$ cat src/rtl/lockin_acumulador.sv
// Dual-phase lock-in demodulator with block accumulator (one ADS1299 channel).
// Optional macro LOCKIN_ALINEACION_EN aligns blocks to ref_inicio.
module lockin_acumulador #(
    parameter int Q_adc = 24,
    parameter int Q_ref = 16,
    parameter int Q_out = 64,
    parameter int M     = 16,
    parameter int N     = 8
) (
    input  logic                    clk,
    input  logic                    reset,
    input  logic                    habilitar,
    input  logic signed [Q_adc-1:0] data_in,
    input  logic                    data_in_valid,
    input  logic        [Q_ref-1:0] ref_fase,
    input  logic        [Q_ref-1:0] ref_cuad,
    input  logic                    ref_inicio,
    output logic signed [Q_out-1:0] data_out_fase,
    output logic signed [Q_out-1:0] data_out_cuad,
    output logic                    data_out_valid,
    output logic        [15:0]      bloques_completos
);

    localparam int MN = M * N;
    localparam int CW = (MN > 1) ? $clog2(MN) : 1;
    localparam int PW = Q_adc + Q_ref + 1;
    localparam logic [CW-1:0] ULTIMO = CW'(MN - 1);
    localparam logic signed [Q_ref:0] OFFSET = {2'b01, {(Q_ref-1){1'b0}}};

    typedef enum logic {IDLE, ACUM} estado_t;

    estado_t estado_q, estado_d;
    logic [CW-1:0] cnt_q, cnt_d;
    logic [CW-1:0] pos;
    logic tomar, reinicio, es_ultimo;

    logic                    s1_valid, s1_ult;
    logic signed [Q_adc-1:0] s1_dato;
    logic signed [Q_ref:0]   s1_rf, s1_rc;

    logic                    s2_valid, s2_ult;
    logic signed [PW-1:0]    s2_pf, s2_pc;

    logic signed [Q_out-1:0] acc_f, acc_c;
    logic signed [Q_out-1:0] pf_ext, pc_ext;

    assign pf_ext = {{(Q_out-PW){s2_pf[PW-1]}}, s2_pf};
    assign pc_ext = {{(Q_out-PW){s2_pc[PW-1]}}, s2_pc};

    // Sample acceptance, block position and next state
    always_comb begin
        estado_d  = estado_q;
        cnt_d     = cnt_q;
        pos       = cnt_q;
        tomar     = 1'b0;
        reinicio  = 1'b0;
        es_ultimo = 1'b0;
        if (!habilitar) begin
            estado_d = IDLE;
            cnt_d    = '0;
        end else if (data_in_valid) begin
            unique case (estado_q)
                IDLE: begin
`ifdef LOCKIN_ALINEACION_EN
                    tomar = ref_inicio;
`else
                    tomar = 1'b1;
`endif
                end
                ACUM: begin
                    tomar = 1'b1;
`ifdef LOCKIN_ALINEACION_EN
                    reinicio = ref_inicio && ((32'(cnt_q) % N) != 0);
`else
                    // ref_inicio has no effect without alignment
                    reinicio = ref_inicio && 1'b0;
`endif
                end
                default: ;
            endcase
            if (tomar) begin
                estado_d  = ACUM;
                pos       = (reinicio || estado_q == IDLE) ? '0 : cnt_q;
                es_ultimo = (pos == ULTIMO);
                cnt_d     = es_ultimo ? '0 : pos + 1'b1;
            end
        end
    end

    // State and sample counter registers
    always_ff @(posedge clk or posedge reset) begin
        if (reset) begin
            estado_q <= IDLE;
            cnt_q    <= '0;
        end else begin
            estado_q <= estado_d;
            cnt_q    <= cnt_d;
        end
    end

    // Stage 1: capture sample and remove reference offset
    always_ff @(posedge clk or posedge reset) begin
        if (reset) begin
            s1_valid <= 1'b0;
            s1_ult   <= 1'b0;
            s1_dato  <= '0;
            s1_rf    <= '0;
            s1_rc    <= '0;
        end else if (!habilitar) begin
            s1_valid <= 1'b0;
        end else begin
            s1_valid <= tomar;
            if (tomar) begin
                s1_ult  <= es_ultimo;
                s1_dato <= data_in;
                s1_rf   <= $signed({1'b0, ref_fase}) - OFFSET;
                s1_rc   <= $signed({1'b0, ref_cuad}) - OFFSET;
            end
        end
    end

    // Stage 2: multiply; a restart drops partial-block products only
    always_ff @(posedge clk or posedge reset) begin
        if (reset) begin
            s2_valid <= 1'b0;
            s2_ult   <= 1'b0;
            s2_pf    <= '0;
            s2_pc    <= '0;
        end else if (!habilitar) begin
            s2_valid <= 1'b0;
        end else begin
            s2_valid <= s1_valid && (!reinicio || s1_ult);
            if (s1_valid) begin
                s2_ult <= s1_ult;
                s2_pf  <= PW'(s1_dato) * PW'(s1_rf);
                s2_pc  <= PW'(s1_dato) * PW'(s1_rc);
            end
        end
    end

    // Stage 3: accumulate and emit the block result
    always_ff @(posedge clk or posedge reset) begin
        if (reset) begin
            acc_f             <= '0;
            acc_c             <= '0;
            data_out_fase     <= '0;
            data_out_cuad     <= '0;
            data_out_valid    <= 1'b0;
            bloques_completos <= '0;
        end else begin
            data_out_valid <= 1'b0;
            if (!habilitar) begin
                acc_f <= '0;
                acc_c <= '0;
            end else if (s2_valid && s2_ult) begin
                data_out_fase     <= acc_f + pf_ext;
                data_out_cuad     <= acc_c + pc_ext;
                acc_f             <= '0;
                acc_c             <= '0;
                data_out_valid    <= 1'b1;
                bloques_completos <= bloques_completos + 16'd1;
            end else if (reinicio) begin
                acc_f <= '0;
                acc_c <= '0;
            end else if (s2_valid) begin
                acc_f <= acc_f + pf_ext;
                acc_c <= acc_c + pc_ext;
            end
        end
    end

endmodule

$ cat config.mk
export PLATFORM = sky130hd
export DESIGN_NAME = lockin_acumulador
export DESIGN_NICKNAME = d
export VERILOG_FILES = /design/src/rtl/lockin_acumulador.sv
export SDC_FILE = /design/constraint.sdc
export NUM_CORES = 2
export LEC_CHECK = 0
export CAP_MARGIN = 20
export CORE_MARGIN = 4
export CORE_UTILIZATION = 50
export CTS_CLUSTER_SIZE = 16
export DETAILED_ROUTE_END_ITERATION = 12
export PLACE_DENSITY_LB_ADDON = 0.12
export SKIP_CTS_REPAIR_TIMING = 1
export SYNTH_ARGS = -nofsm -noshare
export SYNTH_HDL_FRONTEND = slang
export SYNTH_SLANG_ARGS = --single-unit
export TNS_END_PERCENT = 1
$ cat constraint.sdc
create_clock -name clk -period 20 [get_ports clk]
set_input_delay 3 -clock clk [delete_from_list [all_inputs] [get_ports clk]]
set_output_delay 3 -clock clk [all_outputs]
set_load 0.01 [all_outputs]
After elaboration in Yosys (flattened, before gate mapping)
Cells that the tools add are included.

word-level totals
  flip-flop bits (word level) = 425
  bits of input ports = 61
  output and inout port bits = 145
  word-level logic and storage cells = 69

operators by class
  add/subtract/negate cells = 6
  multipliers = 2
  equality and inequality tests = 4
  mux-type cells = 30
  bitwise logic cells = 1
  reduce and logical (&&, ||, !) cells = 9

operators by type and width
  cell                    number
  $mux 64                 8
  $add 64x41->64          2
  $mul 24x17->41          2
  $mux 7                  5
  $sub 16x16->17 const B  2
  $mux 1                  17
  $add 16x1->16 const B   1
  $reduce_and 2->1        4
  $add 7x1->7 const B     1
  $eq 7x7->1 const B      1
  $ne 2x1->1 const B      2
  $ne 4x1->1 const B      1
  $logic_and 1x1->1       2
  $logic_or 1x1->1        2
  $logic_not 1->1         1
  $not 1->1               1

Logic depth before layout (Yosys ltp)
  depth in word-level cells = 9
  gate-level depth with buffers = 28
  mapped depth without buffers = 25

Worst setup path before layout
Ideal clock, no wire load.

  path type = register to register
  start = reg s1_dato[22]
  end = reg s2_pf[39]
  setup time = 69 ps
  arrival = 6676 ps
  data required time = 19931 ps
  setup slack = 13255 ps
  stages on the path, launching flop included = 24
  path buffers = 2
  clock period less this slack = 6745 ps
  path through = dfrtp_1 > clkbuf_1 > clkbuf_1 > nand2_1 > fa_1 > inv_1 > fa_1 > inv_1 > fa_1 > inv_1 > fa_1 > fa_1 > inv_1 > fa_1 > inv_1 > ha_1 > and4_1 > a21boi_0 > or4b_2 > o21a_1 > a31oi_1 > a2111oi_0 > or4b_2 > nand3_1

on the way
  word-level cells in the longest chain between the ends = 1

RTL lines
  element                 line  RTL
  from (decl)             38    logic signed [Q_adc-1:0] s1_dato;
  from (signal assigned)  115   s1_dato <= data_in;
  $mul 24x17->41          135   s2_pf <= PW'(s1_dato) * PW'(s1_rf);
  to (signal assigned)    135
  to (decl)               42    logic signed [PW-1:0] s2_pf, s2_pc;

Every way passes these cells.
A chain may end at the register's enable or synchronous reset.

Final worst setup path
  start = reg s1_rc[15]
  end = reg s2_pc[40]

on the way
  word-level cells in the longest chain between the ends = 1

RTL lines
  element                 line  RTL
  from (decl)             39    logic signed [Q_ref:0] s1_rf, s1_rc;
  from (signal assigned)  117   s1_rc <= $signed({1'b0, ref_cuad}) - OFFSET;
  $mul 24x17->41          136   s2_pc <= PW'(s1_dato) * PW'(s1_rc);
  to (signal assigned)    136
  to (decl)               42

Every way passes these cells.

==> metrics.yaml <==
drt:
  dr.pass1.iters: 6
  dr_wl_met2_mm: 56.54
  wire_per_inst_um: 17.52
  antenna_left: 0
  wl_met1_mm: 55.46
  drc: 0
  drtIter0Drc: 2316
  vias_per_cell: 5.384
  via_count: 37440
  top_layer: "met4"
  wl_mm: 121.8
  met3_length_mm: 7.325
place:
  placed_area_um2: 54010
  dp.final_hpwl_mm: 94.01
  io_buffer_count: 204
  gp_congestion: 0.8852
layout:
  nFillCells: 9199
  fin_area_um2: 55820
  areaGrowthSynthToFinish_pct: 9.865
  fin_nets: 6747
  antenna_cells: 0
  drive_gt1_share_pct: 4.342
sta:
  grt_setup_unrepaired: "no"
  setup_tns_ns: 0
  slew-limit-headroom_pct: 25.03
  skew_ns: 0.04999
  finalHoldViolations: 0
  finalCritPeriodShare_pct: 41.72
  whs_ns: 0.4703
  tightestPinTransition_ns: 1.125
  max_freq_mhz: 119.8
  period_minus_slack_ns: 8.344
  slew_viol_final: 0
  setup_violations: 0
floorplanning:
  core.rowCount: 116
  fp.coreArea_um2: 100400
  start_util_pct: 50.59
  io_pins: 206
  dieArea_um2: 106800
  die_y_um: 326.8
  dieWidth_um: 326.8
logic_synthesis:
  synth_common_cells: "886 x nand2_1, 855 x inv_1, 806 x fa_1"
  synth_area_leaders: "fa_1 32%, dfrtp_1 21%, ha_1 8.0%"
  avgSynthCellArea_um2: 9.214
  async_reset_ff_share_pct: 100.0
  synth-edff-count: 0
  synth_top_area_share_pct: 31.76
  yosys_register_bits: 423
  synth_most_common_cell: "nand2_1"
  syn_inst: 5514
  syn-num-nets: 6705
  syn_area_um2: 50810
  synth_flop_cell: "dfrtp_1"
  ys_warn_count: 0
  ys_seq_area_share_pct: 20.83
  synth.distinct_cells: 74
  synth_top_area_cell: "fa_1"
cts:
  cts_tree: "yes"
  clockBufferDepth: 3
  path_clk_slew_ns: 0.06
  clockRootBuffer: "clkbuf_16"
  insertion_delay_ns: 0.65
  htreeDepth: 2
  clkSinkCount: 423
  cts_buffers: 52
run_status:
  outcome: "finished, final reports clean"
global_routing:
  grt_max_degree: 145
  track_usage_pct: 23.54
  overflow: 0
  grt_pass1_vias: 38810
  grt_pass1_wl_mm: 204.3
  antenna_found_initial: 1
worst_setup_path:
  required_ns: 20.50
  critPathLaunchType: "flip-flop"
  crit_type: "flip-flop to flip-flop"
  worstPathMaxFanout: 30
  crit_path_end_kind: "flip-flop"
  arrival_ns: 8.85
run:
  max_cap_violations: 0
min_path:
  min_path_type: "flip-flop to flip-flop"
==> logic make-up after synthesis <==
group	count (synthesis)	synth area share (%)
AO/OA/AOI/OAI	908	10.84
XOR/XNOR	209	3.603
adder cells (fa/ha/maj)	1130	39.74
buffers and inverters	1126	8.328
flip-flops	423	20.83
multiplexers	65	1.426
AND/OR/NAND/NOR	1653	15.23
==> placed cells by master, fill, tap and decap left out, drive strengths merged, types with 9 or more instances in the layout <==
| master | count |
|---|---|
| clkdlybuf4s50 | 204 |
| nor2 | 145 |
| a31oi | 29 |
| inv | 859 |
| or3 | 13 |
| ha | 324 |
| clkbuf | 65 |
| mux2 | 59 |
| and2 | 368 |
| a21o | 86 |
| dfrtp | 423 |
| nor2b | 22 |
| o211ai | 11 |
| a211oi | 20 |
| o21bai | 33 |
| nor3b | 13 |
| nand4 | 34 |
| xnor2 | 131 |
| and3 | 25 |
| o21ai | 398 |
| o21a | 26 |
| nand2b | 25 |
| a221oi | 9 |
| xor2 | 78 |
| clkinv | 18 |
| nand3 | 53 |
| nor3 | 28 |
| fa | 806 |
| o31ai | 26 |
| buf | 54 |
| nand2 | 886 |
| a21oi | 197 |
==> sequential cells by signal (all words and copies together) (netlist names) <==
| signal | cells |
|---|---|
| acc_c | 64 |
| acc_f | 64 |
| bloques_completos | 16 |
| cnt_q | 7 |
| data_out_cuad | 64 |
| data_out_fase | 64 |
| data_out_valid | 1 |
| estado_q | 1 |
| s1_dato | 24 |
| s1_rc | 16 |
| s1_rf | 16 |
| s1_ult | 1 |
| s1_valid | 1 |
| s2_pc | 41 |
| s2_pf | 41 |
| s2_ult | 1 |
| s2_valid | 1 |
==> final cells by class <==
class                      instances  area (um^2)  share of cell area (%)
clock buffer                      65         1460                   2.616
tap                             1357         1698                   3.042
timing repair buffer             258         2480                   4.443
multi-input combinational       3965        36020                   64.53
sequential                       423        10590                   18.96
clock inverter                    30        355.3                  0.6366
inverter                         856         3221                   5.769
==> critical path, stage by stage (launching register included) <==
cell and delay [ns]:
dfrtp_1 0.95, inv_1 0.32, buf_4 0.31, nor2_1 0.15
fa_1 0.44, fa_1 0.52, fa_1 0.44, fa_1 0.48
fa_1 0.49, inv_1 0.05, fa_1 0.47, inv_1 0.04
ha_1 0.33, nand4_1 0.12, a21oi_1 0.25, nand3_1 0.11
a211oi_1 0.51, o21ai_0 0.30, o211ai_1 0.39, a31oi_1 0.19
o311ai_0 0.41, a31oi_1 0.16, xnor2_1 0.59, o21ai_0 0.15
==> final timing paths <==
check	start	slack (ns)	depth (start not counted)	endpoint
hold reg to reg	bloques_completos[15]$_DFFE_PP0P_	0.47	1	bloques_completos[15]$_DFFE_PP0P_
max in group asynchronous	reset	15.08	4	cnt_q[2]$_DFFE_PP0P_
hold / removal	bloques_completos[15]$_DFFE_PP0P_	0.47	1	bloques_completos[15]$_DFFE_PP0P_
setup reg to reg	s1_rc[15]$_DFFE_PP0P_	11.66	23	s2_pc[40]$_DFFE_PP0P_
setup / recovery	s1_rc[15]$_DFFE_PP0P_	11.66	23	s2_pc[40]$_DFFE_PP0P_
min in group asynchronous	reset	2.82	2	data_out_fase[48]$_DFFE_PP0P_
==> metal layers <==
layer | vias to the layer above | GRT usage, %
met4 | 0 | 5.167
li1 | 17480 | -
met5 | - | 0
met1 | 18980 | 33.56
met2 | 840 | 38.18
met3 | 140 | 3.805
==> metrics by stage <==
step / setup WS (ns) / cells / utilization, %
3_5_place_dp: 11.86 / 6859 / 53.77
6_report: 11.66 / 6954 / 55.58
3_3_place_gp: 11.91 / 6858 / 53.74
5_1_grt: 11.08 / 6954 / 55.58
4_1_cts: 11.82 / 6954 / 55.58
2_1_floorplan: 5.223 / 5514 / -
Power is not shown: default switching activity piles up to over one toggle a cycle in this logic, so the estimate is an artifact.
